## src/rtl/fetch_stage.sv

```systemverilog
// Instruction fetch stage: one outstanding imem request, 1-entry skid buffer, IF/ID register.
// Define FETCH_PERF_COUNTERS_EN to build the fetch/bubble performance counters.
module fetch_stage #(
  parameter int                    DATA_WIDTH = 32,
  parameter logic [DATA_WIDTH-1:0] RESET_PC   = '0
) (
  input  logic                  clk,
  input  logic                  rst,
  input  logic                  pc_src,
  input  logic [DATA_WIDTH-1:0] pc_target_e,
  input  logic                  stall_f,
  input  logic                  stall_d,
  input  logic                  flush_d,
  output logic                  imem_req,
  output logic [DATA_WIDTH-1:0] imem_addr,
  input  logic                  imem_valid,
  input  logic [DATA_WIDTH-1:0] imem_rdata,
  output logic [DATA_WIDTH-1:0] ins,
  output logic [DATA_WIDTH-1:0] pc_d,
  output logic [DATA_WIDTH-1:0] pc_plus_4d,
  output logic                  valid_d,
  output logic [31:0]           fetch_count,
  output logic [31:0]           bubble_count
);

  localparam logic [DATA_WIDTH-1:0] NOP  = DATA_WIDTH'(32'h0000_0013);
  localparam logic [DATA_WIDTH-1:0] FOUR = DATA_WIDTH'(4);

  typedef enum logic [1:0] {FETCH, WAIT, DROP} state_t;

  state_t                state, state_next;
  logic [DATA_WIDTH-1:0] pc_f;
  logic [DATA_WIDTH-1:0] target_aligned;
  logic                  accept;
  logic                  skid_valid;
  logic [DATA_WIDTH-1:0] skid_ins;
  logic [DATA_WIDTH-1:0] skid_pc;

  assign target_aligned = pc_target_e & ~DATA_WIDTH'(3);

  always_ff @(posedge clk) begin
    if (rst) state <= FETCH;
    else     state <= state_next;
  end

  always_comb begin
    state_next = state;
    case (state)
      FETCH:   if (imem_req) state_next = WAIT;
      WAIT: begin
        if (imem_valid)  state_next = FETCH;
        else if (pc_src) state_next = DROP;
      end
      DROP:    if (imem_valid) state_next = FETCH;
      default: state_next = FETCH;
    endcase
  end

  // A redirect wins over everything; a full skid buffer means decode has not taken the last word yet.
  always_comb begin
    imem_req  = !rst && (state == FETCH) && !pc_src && !stall_f && !skid_valid;
    imem_addr = pc_f;
    accept    = (state == WAIT) && imem_valid && !pc_src;
  end

  always_ff @(posedge clk) begin
    if (rst)         pc_f <= RESET_PC;
    else if (pc_src) pc_f <= target_aligned;
    else if (accept) pc_f <= pc_f + FOUR;
  end

  // Flush beats stall and load; a redirect makes any buffered word wrong-path.
  always_ff @(posedge clk) begin
    if (rst) begin
      ins        <= NOP;
      pc_d       <= '0;
      pc_plus_4d <= '0;
      valid_d    <= 1'b0;
      skid_valid <= 1'b0;
      skid_ins   <= '0;
      skid_pc    <= '0;
    end else if (flush_d) begin
      ins        <= NOP;
      valid_d    <= 1'b0;
      skid_valid <= 1'b0;
    end else if (stall_d) begin
      if (pc_src) begin
        skid_valid <= 1'b0;
      end else if (accept) begin
        skid_valid <= 1'b1;
        skid_ins   <= imem_rdata;
        skid_pc    <= pc_f;
      end
    end else begin
      skid_valid <= 1'b0;
      if (skid_valid && !pc_src) begin
        ins        <= skid_ins;
        pc_d       <= skid_pc;
        pc_plus_4d <= skid_pc + FOUR;
        valid_d    <= 1'b1;
      end else if (accept) begin
        ins        <= imem_rdata;
        pc_d       <= pc_f;
        pc_plus_4d <= pc_f + FOUR;
        valid_d    <= 1'b1;
      end else begin
        ins        <= NOP;
        valid_d    <= 1'b0;
      end
    end
  end

`ifdef FETCH_PERF_COUNTERS_EN
  logic [31:0] fetch_cnt;
  logic [31:0] bubble_cnt;
  logic        load_bubble;

  assign load_bubble = !flush_d && !stall_d && !(skid_valid && !pc_src) && !accept;

  always_ff @(posedge clk) begin
    if (rst) begin
      fetch_cnt  <= '0;
      bubble_cnt <= '0;
    end else begin
      if (accept)      fetch_cnt  <= fetch_cnt + 32'd1;
      if (load_bubble) bubble_cnt <= bubble_cnt + 32'd1;
    end
  end

  assign fetch_count  = fetch_cnt;
  assign bubble_count = bubble_cnt;
`else
  assign fetch_count  = '0;
  assign bubble_count = '0;
`endif

endmodule

```

## config.mk

```make
export PLATFORM = sky130hd
export DESIGN_NAME = fetch_stage
export DESIGN_NICKNAME = d
export VERILOG_FILES = /design/src/rtl/fetch_stage.sv
export SDC_FILE = /design/constraint.sdc
export NUM_CORES = 1
export LEC_CHECK = 0
export BUFFER_PORTS_ARGS = -buffer_cell sky130_fd_sc_hd__buf_2
export CORE_MARGIN = 2
export CORE_UTILIZATION = 50
export DETAILED_ROUTE_END_ITERATION = 10
export HOLD_SLACK_MARGIN = 0.03
export PLACE_DENSITY = 0.87
export RECOVER_POWER = 100
export SLEW_MARGIN = 20
export SYNTH_ARGS = -nofsm -noshare
export SYNTH_HDL_FRONTEND = slang
export SYNTH_SLANG_ARGS = --single-unit
```

## constraint.sdc

```tcl
create_clock -name clk -period 2.6 [get_ports clk]
set_input_delay 0.52 -clock clk [delete_from_list [all_inputs] [get_ports clk]]
set_output_delay 0.52 -clock clk [all_outputs]
set_load 0.02 [all_outputs]
```

* Word-level counts from Yosys, hierarchy flattened
Index checks and enable logic that the tools add are counted.
Widths: inputs -> output; s select.
** Storage, ports and cells
- Register bits after elaboration :: 196
- Logic and storage cells :: 55
- Bits of input ports :: 71
** Cells by class
- Add/sub/neg operators :: 2
- Mux-type cells :: 15
- Equality and inequality tests :: 5
- Bitwise operators :: 3
- Reduce and logical (&&, ||, !) cells :: 20
** Operators by type and width (number)
- $mux 32 :: 8
- $add 32x3->32 const B :: 2
- $mux 2 :: 4
- $logic_and 1x1->1 :: 7
- $pmux 2 s3 :: 1
- $reduce_and 3->1 :: 2
- $logic_not 1->1 :: 4
- $ne 2x2->1 const B :: 2
- $reduce_and 4->1 :: 1
- $reduce_bool 2->1 :: 2
- $reduce_or 2->1 :: 2
- $reduce_or 4->1 :: 1
- $ne 3x3->1 const B :: 1
- $not 1->1 :: 3
- $eq 2x1->1 const B :: 1
- $eq 2x2->1 const B :: 1
- $logic_not 2->1 :: 1
- $mux 1 :: 2

* Depth between registers and ports, before layout
- Word-level depth :: 7
- Gate-level depth with buffers :: 9
- Gate-level depth less buffers :: 6

* Least setup slack after synthesis
No wires, ideal clock.
- Path kind :: register to register
- Start :: reg pc_f[2] (netlist: imem_addr[2])
- End :: reg pc_plus_4d[18]
- Required time :: 2.483 ns
- Arrival :: 2.051 ns
- Stages on the path, launching flop included :: 8
- Setup slack :: 0.432 ns
- Period minus slack after synthesis :: 2.168 ns
- Cells stage by stage :: dfxtp_1 > ha_1 > nand3_1 > or4_1 > buf_2 > o21ai_0 > a31oi_1 > a22o_1
** Between the ends
- Cells in the longest elaborated chain, start to end :: 3
** Ends and longest elaborated chain
- from (decl) :: RTL line 32 : logic [DATA_WIDTH-1:0] pc_f;
- from (signal assigned) :: RTL line 68 : else if (pc_src) pc_f <= target_aligned;
- from (signal assigned) :: RTL line 69 : else if (accept) pc_f <= pc_f + FOUR;
- $add 32x3->32 :: RTL line 104 : pc_plus_4d <= pc_f + FOUR;
- $mux 32 :: RTL line 101 : end else if (accept) begin
- $mux 32 :: RTL line 96 : if (skid_valid && !pc_src) begin
- to (signal assigned) :: RTL line 99 : pc_plus_4d <= skid_pc + FOUR;
- to (signal assigned) :: RTL line 104
- to (decl) :: RTL line 20 : output logic [DATA_WIDTH-1:0] pc_plus_4d,
Every way passes these cells. The select of a mux whose other input is x is not followed.
A chain may end at the register's enable or synchronous reset.

* Worst setup path after layout
- Start :: reg pc_f[13] (netlist: imem_addr[13])
- End :: reg pc_plus_4d[31]
Same word-level chain as after synthesis.

==> results.toml <==
[run_status]
status = "completed"

[sta]
grt_setup_unrepaired = "false"
maxSlewViolCount = 0
skew_ns = 0.00753
finalSetupViolations = 0
period_share = 0.931
max_freq_ghz = 0.413
finalSetupTns_ns = 0
hold_viol_final = 0
worst_pin_slew_ns = 1.29
setup_ws_ns = 0.179
slew_headroom = 0.139
finalCriticalPeriod_ns = 2.42

[global_route]
grt_pass1_wl_mm = 44.8
grt_pass1_vias = 8453
grt_usage = 0.274
grt_max_degree = 120
antenna_found_initial = 4
grt-ovfl-total = 0

[synthesis]
yosysSeqAreaShare = 0.387
async_reset_ff_frac = 0
synth-main-ff-cell = "dfxtp_1"
avgSynthCellArea_um2 = 7.73
netlist_instances = 1257
syn_area_um2 = 9720
synth_edf_count = 0
ys_types = 57
ys_warn_count = 0
synth_seq_cells = 188

[clock_network]
hold_buffers = 0
cts_sinks = 188
cts_made_buffers = 17
ctsHtreeMaxLevel = 4
clk_latency_ns = 0.43
clock-root-buffer = "clkbuf_16"
clock_path_buffers = 2
path_clk_slew_ns = 0.07
cts_tree = "done"
cts_resized = 0
cts_setup_buffers = 0

[die]
start_util = 0.514
rows = 50
die_w_um = 143
die_h_um = 143
num_io_pins = 265
core-area_um2 = 18900
die_area_um2 = 20600

[pwr]
ir_drop_v = 0.000469
power_mw = 6.24
leakagePower_nw = 3.70
p_per_area_nw_per_um2 = 566

[routing]
first_pass_iters = 6
vias = 9586
drc = 0
wirelength_mm = 29.1
ant_nets = 0
post_drt_via_cell_ratio = 5.75
drt-initial-drc-count = 906
routedWlPerCell_um = 17.5

[worst_setup_path]
path_class = "reg2reg"
crit_path_end_kind = "register"
critical_path_required_ns = 2.91
worstPathArrival_ns = 2.73
start_kind = "register"
critPathMaxFanout = 16

[hold_path]
hp-class = "in2reg"

[run]
cap_viol_max_count = 0

[cells_and_area]
nNetsFinal = 1467
drive_gt1_frac = 0.115
final_cells = 1666
syn2layout_area_growth_pct = 13.5
fill_cells = 1794

[place]
placedCellCount = 1635
finalWeightedCongestion = 0.941
dp_slack_ns = 0.285
post-dp-hpwl_mm = 20.6
port_buffers = 192
==> cell usage after synthesis (11+ instances only) <==
master,number,share of area
nand3b_1,17,0.013
a211oi_1,20,0.015
nor2_1,105,0.041
xor2_1,12,0.011
nand3_1,22,0.011
nor4_1,18,0.012
or4_1,11,0.0085
a21oi_1,84,0.043
buf_4,78,0.060
xnor2_1,37,0.033
a221oi_1,29,0.026
or3_1,14,0.0090
dfxtp_1,188,0.39
nand2_1,235,0.091
a311oi_1,36,0.032
clkbuf_1,96,0.037
o21ai_0,24,0.012
buf_2,18,0.0093
nand4_1,22,0.014
nor3_1,72,0.037
==> cell families after synthesis <==
group                      count (synthesis)  synth area share
DFF                                      188             0.387
adders and majority gates                  2           0.00257
AOI/OAI and AO/OA                        243             0.169
muxes                                     10            0.0104
and+or+nand+nor                          557             0.273
xor gates and xnor gates                  49            0.0442
other                                      1          0.000386
buffers and inverters                    207             0.113
==> report_power, final <==
group	switching, mW	internal [mW]	total, mW	leakage [nW]
clock	1.16	1.47	2.63	0.279
combinational	0.433	0.186	0.618	1.90
sequential	0.0648	2.93	2.99	1.52
==> worst paths after layout <==
check / startpoint / end / slack [ns] / depth (start not counted)
max: imem_addr[13]$_SDFFE_PP0P_ / pc_plus_4d[31]$_SDFFE_PP0P_ / 0.18 / 6
min: imem_valid / state[1]$_SDFFE_PP0P_ / 0.31 / 2
min reg2reg: skid_ins[7]$_SDFFE_PP0P_ / skid_ins[7]$_SDFFE_PP0P_ / 0.46 / 2
max reg2reg: imem_addr[13]$_SDFFE_PP0P_ / pc_plus_4d[31]$_SDFFE_PP0P_ / 0.18 / 6
==> through the flow <==
stage	hold WS, ns	utilization	cell area [um2]
after global placement	0.441	0.565	10700
after global routing	0.311	0.584	11000
after detailed placement	0.447	0.565	10700
after floorplan	0.436	-	9980
after CTS	0.296	0.596	11300
final	0.305	0.584	11000
==> flip-flops by register name, summed over array words and instances, names as in the netlist <==
register,flops
imem_addr,30
skid_valid,1
ins,32
state,2
pc_plus_4d,30
valid_d,1
pc_d,30
skid_pc,30
skid_ins,32
==> final cells by class <==
type	instances	area [um2]	area share
well taps	260	325	0.0295
inverters	10	37.5	0.00340
diodes	1	2.50	0.000227
multi-input cells	931	5100	0.463
clock inverters	11	135	0.0122
repair buffers	246	1210	0.110
flip-flops and latches	188	3760	0.341
clock buffers	19	453	0.0410
==> cells in the final DEF (no fill, tap or decap), drive strengths merged, types with 2 or more instances in the layout <==
| cell | count |
|---|---|
| nor2 | 105 |
| a21oi | 84 |
| conb | 70 |
| xnor2 | 37 |
| a221oi | 29 |
| nand2 | 235 |
| nor4 | 21 |
| a31oi | 3 |
| buf | 111 |
| and3 | 5 |
| a21boi | 2 |
| clkinv | 4 |
| o21ai | 26 |
| mux2i | 9 |
| and4 | 7 |
| nand4 | 24 |
| o31ai | 9 |
| dfxtp | 188 |
| o21a | 8 |
| a211oi | 20 |
| o211ai | 9 |
| or3 | 14 |
| o31a | 7 |
| nand3b | 17 |
| xor2 | 12 |
| and2 | 4 |
| inv | 12 |
| o22ai | 3 |
| a311oi | 36 |
| ha | 2 |
| nor3 | 77 |
| nor3b | 5 |
| a22o | 2 |
| clkbuf | 154 |
| nor4b | 2 |
| or2 | 4 |
| bufinv | 2 |
| clkinvlp | 3 |
| nand3 | 22 |
| or4 | 11 |
==> layer usage <==
layer / global-route usage / vias up / share of wire
li1: - / 4539 / -
met1: 0.362 / 4386 / 0.40
met2: 0.435 / 560 / 0.45
met3: 0.0686 / 95 / 0.11
met4: 0.102 / 6 / 0.035
met5: 0 / - / 0.0014
==> worst max-delay path, cell delays in order (launching register included) <==
cell and delay [ns]:
dfxtp_1 0.55, nand4_4 0.19, or4_1 0.54, clkbuf_2 0.26
o41a_1 0.45, o21ai_0 0.20, o211ai_1 0.11
Power figures use the tool's default switching activity.
